File: src/rtl/flap_input_ctrl_if.sv
// Signal bundle between the flap pushbutton conditioner and the game logic.
// The master side drives the raw button, tick and pause inputs; the slave side is the conditioner.
interface flap_input_ctrl_if;
   logic       btn_raw;
   logic       tick;
   logic       paused;
   logic       flap;
   logic       btn_level;
   logic       press_pulse;
   logic       merged;
   logic [7:0] press_count;

   modport master (
      output btn_raw, tick, paused,
      input  flap, btn_level, press_pulse, merged, press_count
   );

   modport slave (
      input  btn_raw, tick, paused,
      output flap, btn_level, press_pulse, merged, press_count
   );
endinterface

File: src/rtl/flap_input_ctrl.sv
// Flap pushbutton conditioner: synchronizer, debounce FSM and rising-edge detect,
// feeding a one-deep request latch that presents flap as a level for one game tick.
module flap_input_ctrl #(
   parameter int DEBOUNCE_CYCLES = 1000000,
   parameter int CNT_W           = 20
) (
   input  logic               clk,
   input  logic               clr,
   flap_input_ctrl_if.slave   bus
);

   typedef enum logic [1:0] {
      ST_LOW       = 2'd0,
      ST_WAIT_HIGH = 2'd1,
      ST_HIGH      = 2'd2,
      ST_WAIT_LOW  = 2'd3
   } state_t;

   localparam logic [CNT_W-1:0] C_LAST = CNT_W'(DEBOUNCE_CYCLES - 1);
   localparam logic [CNT_W-1:0] C_ONE  = CNT_W'(1);

   logic             r_sync1;
   logic             r_sync2;
   state_t           r_state;
   logic [CNT_W-1:0] r_cnt;
   logic             r_level;
   logic             r_level_d;
   logic             r_press;
   logic             r_pend;
   logic             r_flap;
   logic             r_merged;
   logic [7:0]       r_count;

   state_t           w_state_nxt;
   logic [CNT_W-1:0] w_cnt_nxt;
   logic [CNT_W-1:0] w_cnt_inc;
   logic             w_level_nxt;

   // btn_raw is asynchronous; only r_sync1 ever samples it
   always_ff @(posedge clk or posedge clr) begin
      if (clr) begin
         r_sync1 <= 1'b0;
         r_sync2 <= 1'b0;
      end else begin
         r_sync1 <= bus.btn_raw;
         r_sync2 <= r_sync1;
      end
   end

   assign w_cnt_inc = r_cnt + C_ONE;

   // The qualifying edge counts itself, so the level flips when the incremented count hits the last value
   always_comb begin
      w_state_nxt = r_state;
      w_cnt_nxt   = r_cnt;
      case (r_state)
         ST_LOW: begin
            if (r_sync2) begin
               w_state_nxt = ST_WAIT_HIGH;
               w_cnt_nxt   = '0;
            end
         end
         ST_WAIT_HIGH: begin
            if (!r_sync2) begin
               w_state_nxt = ST_LOW;
               w_cnt_nxt   = '0;
            end else if (w_cnt_inc == C_LAST) begin
               w_state_nxt = ST_HIGH;
               w_cnt_nxt   = '0;
            end else begin
               w_cnt_nxt   = w_cnt_inc;
            end
         end
         ST_HIGH: begin
            if (!r_sync2) begin
               w_state_nxt = ST_WAIT_LOW;
               w_cnt_nxt   = '0;
            end
         end
         ST_WAIT_LOW: begin
            if (r_sync2) begin
               w_state_nxt = ST_HIGH;
               w_cnt_nxt   = '0;
            end else if (w_cnt_inc == C_LAST) begin
               w_state_nxt = ST_LOW;
               w_cnt_nxt   = '0;
            end else begin
               w_cnt_nxt   = w_cnt_inc;
            end
         end
         default: begin
            w_state_nxt = ST_LOW;
            w_cnt_nxt   = '0;
         end
      endcase
   end

   assign w_level_nxt = (w_state_nxt == ST_HIGH) || (w_state_nxt == ST_WAIT_LOW);

   always_ff @(posedge clk or posedge clr) begin
      if (clr) begin
         r_state <= ST_LOW;
         r_cnt   <= '0;
         r_level <= 1'b0;
      end else begin
         r_state <= w_state_nxt;
         r_cnt   <= w_cnt_nxt;
         r_level <= w_level_nxt;
      end
   end

   // Pause outranks the tick; a press landing on a tick goes straight out and never merges
   always_ff @(posedge clk or posedge clr) begin
      if (clr) begin
         r_level_d <= 1'b0;
         r_press   <= 1'b0;
         r_pend    <= 1'b0;
         r_flap    <= 1'b0;
         r_merged  <= 1'b0;
         r_count   <= 8'd0;
      end else begin
         r_level_d <= r_level;
         r_press   <= r_level & ~r_level_d & ~bus.paused;
         if (r_press) begin
            r_count <= r_count + 8'd1;
         end
         if (bus.paused) begin
            r_pend   <= 1'b0;
            r_flap   <= 1'b0;
            r_merged <= 1'b0;
         end else if (bus.tick) begin
            r_flap   <= r_pend | r_press;
            r_pend   <= 1'b0;
            r_merged <= 1'b0;
         end else begin
            r_pend   <= r_pend | r_press;
            r_merged <= r_press & r_pend;
         end
      end
   end

   assign bus.flap        = r_flap;
   assign bus.btn_level   = r_level;
   assign bus.press_pulse = r_press;
   assign bus.merged      = r_merged;
   assign bus.press_count = r_count;

endmodule
File: src/flat_wrapper.sv
// flat-port wrapper written by rule: the top's interface ports become plain ports
module flap_input_ctrl_flat 
#(
   parameter int DEBOUNCE_CYCLES = 1000000,
   parameter int CNT_W           = 20
)
  (clk, clr, bus_btn_raw, bus_tick, bus_paused, bus_flap, bus_btn_level, bus_press_pulse, bus_merged, bus_press_count);
  flap_input_ctrl_if bus_i ();
  input  logic clk;
  input  logic clr;
  input wire logic [$bits(bus_i.btn_raw)-1:0] bus_btn_raw;
  input wire logic [$bits(bus_i.tick)-1:0] bus_tick;
  input wire logic [$bits(bus_i.paused)-1:0] bus_paused;
  output wire logic [$bits(bus_i.flap)-1:0] bus_flap;
  output wire logic [$bits(bus_i.btn_level)-1:0] bus_btn_level;
  output wire logic [$bits(bus_i.press_pulse)-1:0] bus_press_pulse;
  output wire logic [$bits(bus_i.merged)-1:0] bus_merged;
  output wire logic [$bits(bus_i.press_count)-1:0] bus_press_count;
  assign bus_i.btn_raw = bus_btn_raw;
  assign bus_i.tick = bus_tick;
  assign bus_i.paused = bus_paused;
  assign bus_flap = bus_i.flap;
  assign bus_btn_level = bus_i.btn_level;
  assign bus_press_pulse = bus_i.press_pulse;
  assign bus_merged = bus_i.merged;
  assign bus_press_count = bus_i.press_count;
  flap_input_ctrl #(.DEBOUNCE_CYCLES(DEBOUNCE_CYCLES), .CNT_W(CNT_W)) u_core (.clk(clk), .clr(clr), .bus(bus_i));
endmodule
File: config.mk
export PLATFORM = sky130hd
export DESIGN_NAME = flap_input_ctrl_flat
export DESIGN_NICKNAME = d
export VERILOG_FILES = /design/src/rtl/flap_input_ctrl_if.sv /design/src/rtl/flap_input_ctrl.sv /design/src/flat_wrapper.sv
export SDC_FILE = /design/constraint.sdc
export NUM_CORES = 1
export LEC_CHECK = 0
export CAP_MARGIN = 30
export CORE_MARGIN = 2
export CORE_UTILIZATION = 60
export DETAILED_ROUTE_END_ITERATION = 8
export GPL_TIMING_DRIVEN = 1
export MAX_ROUTING_LAYER = met4
export PLACE_DENSITY = 0.81
export SYNTH_ARGS = -nofsm -noshare
export SYNTH_HDL_FRONTEND = slang
export SYNTH_SLANG_ARGS = --single-unit
File: constraint.sdc
create_clock -name clk -period 8.15 [get_ports clk]
set_input_delay 2.0375 -clock clk [delete_from_list [all_inputs] [get_ports clk]]
set_output_delay 2.0375 -clock clk [all_outputs]
set_load 0.02 [all_outputs]
======== Word level (Yosys, flattened, before mapping) ========
Cells that the tools add are included.
storage, ports and cells
  register bits after elaboration ......... 38
  latch bits .............................. 0
  RAM bits ................................ 0
  ROM bits ................................ 0
  bits of input ports ..................... 5
  output and inout bits ................... 12
  logic and storage cells ................. 50
  memories kept ........................... 0
cells by class
  add/subtract/negate cells ............... 2
  multiply operators ...................... 0
  divide/modulo/power cells ............... 0
  order comparisons ....................... 0
  eq/ne operators ......................... 8
  shift-type cells ........................ 0
  muxes and demuxes ....................... 19
  bitwise logic cells ..................... 6
  reductions and logical operators ........ 4
operators by type and width
  kind                                                    count
  two-way mux 20 bit                                      5
  one-hot mux 20 bit (4 select lines)                     1
  adder 20 x 1 -> 20 bit (second input constant)          1
  == test 20 bit (second input constant)                  1
  two-way mux 2 bit                                       6
  adder 8 x 1 -> 8 bit (second input constant)            1
  == test 2 bit (second input constant)                   4
  one-hot mux 2 bit (4 select lines)                      1
  two-way mux 1 bit                                       6
  bitwise AND 1 bit                                       3
  == test 2 x 1 -> 1 bit (second input constant)          1
  logical NOT 2 bit                                       1
  inequality test 2 x 1 -> 1 bit (second input constant)  1
  inequality test 2 bit (second input constant)           1
  NOT 1 bit                                               2
  AND reduction 2 bit                                     1
  nonzero test 2 bit                                      1
  logical OR 1 bit                                        1
  bitwise OR 1 bit                                        1

======== Logic depth before layout (Yosys ltp) ========
  depth after elaboration ................. 7
  depth in mapped cells ................... 9
  gate-level depth less buffers ........... 8

======== Least setup slack after synthesis ========
No wires, ideal clock.
  path kind ............................... register to register
  from .................................... reg u_core.r_cnt[4]
  to ...................................... reg u_core.r_level, in the netlist u_core.bus.btn_level
  library setup time ...................... 128 ps
  arrival ................................. 2547 ps
  setup slack ............................. 5476 ps
  cell stages (with the launch flop) ...... 8
  buffers on the path ..................... 1
  clock period less this slack ............ 2674 ps
  cell sequence ........................... dfrtp_1 -> buf_2 -> nand4_4 -> or4_4 -> or3_1 -> a2111o_1 -> nor3_4 -> mux2_1
on the way
  word-level cells in the longest chain between the ends .. 7
  elaborated cells between the ends (all ways) .. 10
  classes of those cells .................. 1 x add/sub; 3 x eq/ne; 5 x mux; 1 x reduce/logical
RTL lines
  element                                      RTL line                                      RTL
  from (decl)                                  flap_input_ctrl.sv:25                         logic [CNT_W-1:0] r_cnt;
  from (signal assigned)                       flap_input_ctrl.sv:107                        r_cnt <= w_cnt_nxt;
  adder 20 x 1 -> 20 bit *                     flap_input_ctrl.sv:50                         assign w_cnt_inc = r_cnt + C_ONE;
  == test 20 bit *                             flap_input_ctrl.sv:67, flap_input_ctrl.sv:84
  two-way mux 2 bit, on equally long branches  flap_input_ctrl.sv:84, flap_input_ctrl.sv:67
  two-way mux 2 bit, on equally long branches  flap_input_ctrl.sv:81, flap_input_ctrl.sv:64
  one-hot mux 2 bit (4 select lines) *         flap_input_ctrl.sv:56                         case (r_state)
  == test 2 bit                                flap_input_ctrl.sv:98                         assign w_level_nxt = (w_state_nxt == ST_HIGH) || (w_state_nxt == ST_WAIT_LOW);
  logical OR 1 bit *                           flap_input_ctrl.sv:98
  named net u_core.w_level_nxt                 flap_input_ctrl.sv:37                         logic w_level_nxt;
  to (signal assigned)                         flap_input_ctrl.sv:108                        r_level <= w_level_nxt;
  to (decl)                                    flap_input_ctrl.sv:26                         logic r_level;
The timed path passes the listed nets; every way through them passes the cells marked *.
A chain may end at the register's enable or synchronous reset.

======== Worst setup path in the final report ========
  from .................................... reg u_core.r_press, in the netlist u_core.bus.press_pulse
  to ...................................... out bus_press_pulse
RTL lines
  element                 RTL line                RTL
  from (decl)             flap_input_ctrl.sv:28   logic r_press;
  from (signal assigned)  flap_input_ctrl.sv:123  r_press <= r_level & ~r_level_d & ~bus.paused;
  to (decl)               flat_wrapper.sv:16      output wire logic [$bits(bus_i.press_pulse)-1:0] bus_press_pulse;
No word-level cell between the ends.

==> results.txt <==
- Leaving out fill and tap cells, the most frequent cell in the layout is dfrtp_1.
- Max-cap violation count: 0
* Bufs on Longest Clock Path: 2
* Synthesized cell area: 2230 um^2
* Final HPWL DP: 3210 um
* Post-CTS Setup Inserts: 0
- Maximum fanout along the worst path: 8
- The worst hold path belongs to the class flop to flop.
- Final cycle utilization of the critical path: 42.5%
- Excluding fillers, the count of instances in the completed layout stands at 310.
- The cell sitting at the root of the clock tree is a clkbuf_8.
* Final-report max-slew violation count: 0
- In the final layout, flip-flops and latches occupy 951 um^2.
- Worst Setup Start Kind: flop
* Count of fill cells added during filler insertion: 293
- First-pass iteration count of the detailed router: 4
- Once placement completed, the tool counted placed cells totaling 301.
- Synthesis inferred 38 register bits.
* Warnings, synthesis: 0
- Cts repair resizes: 0
- Via count: 1,826
* Share of flip-flops with an asynchronous set or reset after synthesis: 100%
- Counting I/O delays and the setup requirement, the final critical path takes 3470 ps.
- On the critical path, the stage with the largest delay is an instance of clkdlybuf4s50_1.
* Max-Slew Margin vs Limit: 44.4%
- Unrepaired setup endpoints after global routing: false
- Total DRC errors in the routed layout: 0
- At the pin with the least slew margin, the transition time is 831 ps.
- Wire length after detailed routing: 4540 um
- The critical path is of the flop to primary output type.
* Relative area change from synthesis to final layout: 13.3%
- First-pass GRT wire length: 8040 um
* Final-stage net count: 270
- Dividing the detail-routed wire length by the instance count gives 14.6 um.
- TritonCTS clock tree: yes
- Counting flops per register, the top entry is u_core.r_cnt.
* Number of buffers added on ports: 16
* Placeable core area: 3610 um^2
* Post-synth EDFFs: 0
* Pin count of the biggest net entering global routing: 39
* Number of failing hold endpoints at the final stage: 0
- Global routing usage summed across all routing layers: 25.5%
* Top delay family on crit path: buffers and inverters
- Die boundary width: 64.9 um
- The number of antenna diodes in the final layout is 0.
- The initial utilization of the core area, before any placement, comes to 61.7%.
* Post-layout power: 0.367 mW
- Most used DFF post-synth: dfrtp_1
- Outcome: finished, final reports clean
* Clock latency at the later pin of the worst-skew pair: 290 ps
- In this run the mean area of a mapped cell was 8.90 um^2.
* Via count of the first global-routing pass: 1,703
- Number of clock buffers inserted by TritonCTS: 5
* Number of buffers inserted for hold repair after clock tree synthesis: 0
- Iteration-0 DRC Markers: 140
- Clock slew at the register clock pins of the worst setup and hold paths: 80 ps
* Most frequent cells in the layout: dfrtp_1 (38), nand2_1 (34), nor2_1 (18)
- Counting distinct cell types in the post-synthesis netlist gives 54.
- STA puts the critical path data required time at 6110 ps.
* Leak Pwr: 1.07 nW
* Critical path buffer and inverter count: 1
- Data on the critical path arrives at its endpoint at 1430 ps.
* Sequential cell area fraction in the yosys report: 42.7%
- Placer's final routability congestion estimate: 0.889
- After routing, the total negative slack on setup checks comes to 0 ps.
- Multi-input gate area in the final layout: 1170 um^2
- Antenna violations before repair: 0
- Total overflow reported by the global router: 0
* Setup skew after layout: 10.7 ps
* Number of instances in the synthesized netlist: 250
* Number of clock sinks seen by CTS: 38
- Derived from the worst setup path, the maximum achievable clock frequency is 288 MHz.
- Cells along the critical path: clkdlybuf4s50_1
- STA classifies the critical path endpoint as a primary output.
* Final core occ: 70.0%
- Row count: 22
- Share of cells above drive strength 1: 6.49%
- Routed Antenna Nets: 0
* Post-Syn Nets: 259
* Max VDD drop: 0.0000858 V
- Final setup vio count: 0
* Vert. Die Dim: 64.9 um
- Die area: 4210 um^2
* Detail-routed via count per cell: 5.89
- Top-level I/O count: 17
- In this run the number of H-tree levels came out at 2.
- The register with the most flip-flops in the layout has 20 of them.
* Ratio of total power to cell area: 146 nW/um^2
* Critical Path Max Stage Delay: 650 ps
[per-layer routing]
layer  GRT usage, %  wire [um]
met4           9.31         48
met2           40.2       2210
met3           3.82        164
met5              -          0
met1           33.7       2120
[cells in the mapped netlist (4+ instances only)]
cell type	n	area, um^2
nor3_1	8	40.0
and3_1	5	31.3
xor2_1	5	43.8
clkbuf_1	12	45.0
inv_1	11	41.3
o211ai_1	7	52.6
xnor2_1	9	78.8
o31ai_1	8	60.1
nand4_1	8	50.1
a21oi_1	7	35.0
or3_1	6	37.5
nand3_1	11	55.1
dfrtp_1	38	951
nor2_1	18	67.6
ha_1	4	50.1
nand2_1	34	128
o21ai_0	9	45.0
[where the power goes]
group	leakage, nW	switching [mW]	internal (mW)
sequential	0.522	0.00281	0.190
clock	0.0504	0.0675	0.0910
combinational	0.495	0.0112	0.00481
total	1.07	0.0815	0.286
[cells by family (layout without fill, tap and decap cells)]
logic type | after synthesis | after routing | share of synthesized area [%]
flops | 38 | 38 | 42.7
simple gates | 111 | 111 | 26.2
compound gates | 53 | 53 | 16.8
mux | 4 | 4 | 1.97
xor+xnor | 14 | 14 | 5.51
fa+ha+maj | 4 | 4 | 2.25
buf+inv | 26 | 38 | 4.55
[worst reg2reg max path: stages, from the launching register on]
cell	delay, ps
dfrtp_1	530
nand4_4	210
or4_4	600
or3_1	390
a2111o_1	540
nor3_4	200
mux2_1	340
[layout make-up]
class	instances	area share (%)
Multi-Input combinational cell	186	46.5
Clock buffer	5	2.73
Timing Repair Buffer	19	7.24
Tap cell	48	2.38
Clock inverter	3	1.79
Inverter	11	1.64
Sequential cell	38	37.7
[stage by stage]
stage               area (um^2)  hold slack [ps]  setup WS (ps)
floorplan                  2230              331           5250
global placement           2400              335           5010
detailed placement         2400              358           4990
CTS                        2510              376           4670
global route               2520              375           4620
finish                     2520              369           4680
[final timing paths]
check / to / slack, ps / startpoint / depth (start not counted)
worst max-delay path: bus_press_pulse / 4680 / u_core.bus.press_pulse / 1
worst min-delay path: u_core.r_sync2 / 370 / u_core.r_sync1 / 0
worst max register to register: u_core.r_state[1] / 5220 / u_core.r_cnt[6] / 6
worst min register to register: u_core.r_sync2 / 370 / u_core.r_sync1 / 0
max in group asynchronous: u_core.r_cnt[1] / 5660 / clr / 3
min in group asynchronous: u_core.r_cnt[6] / 2160 / clr / 3
Power figures use the tool's default switching activity.
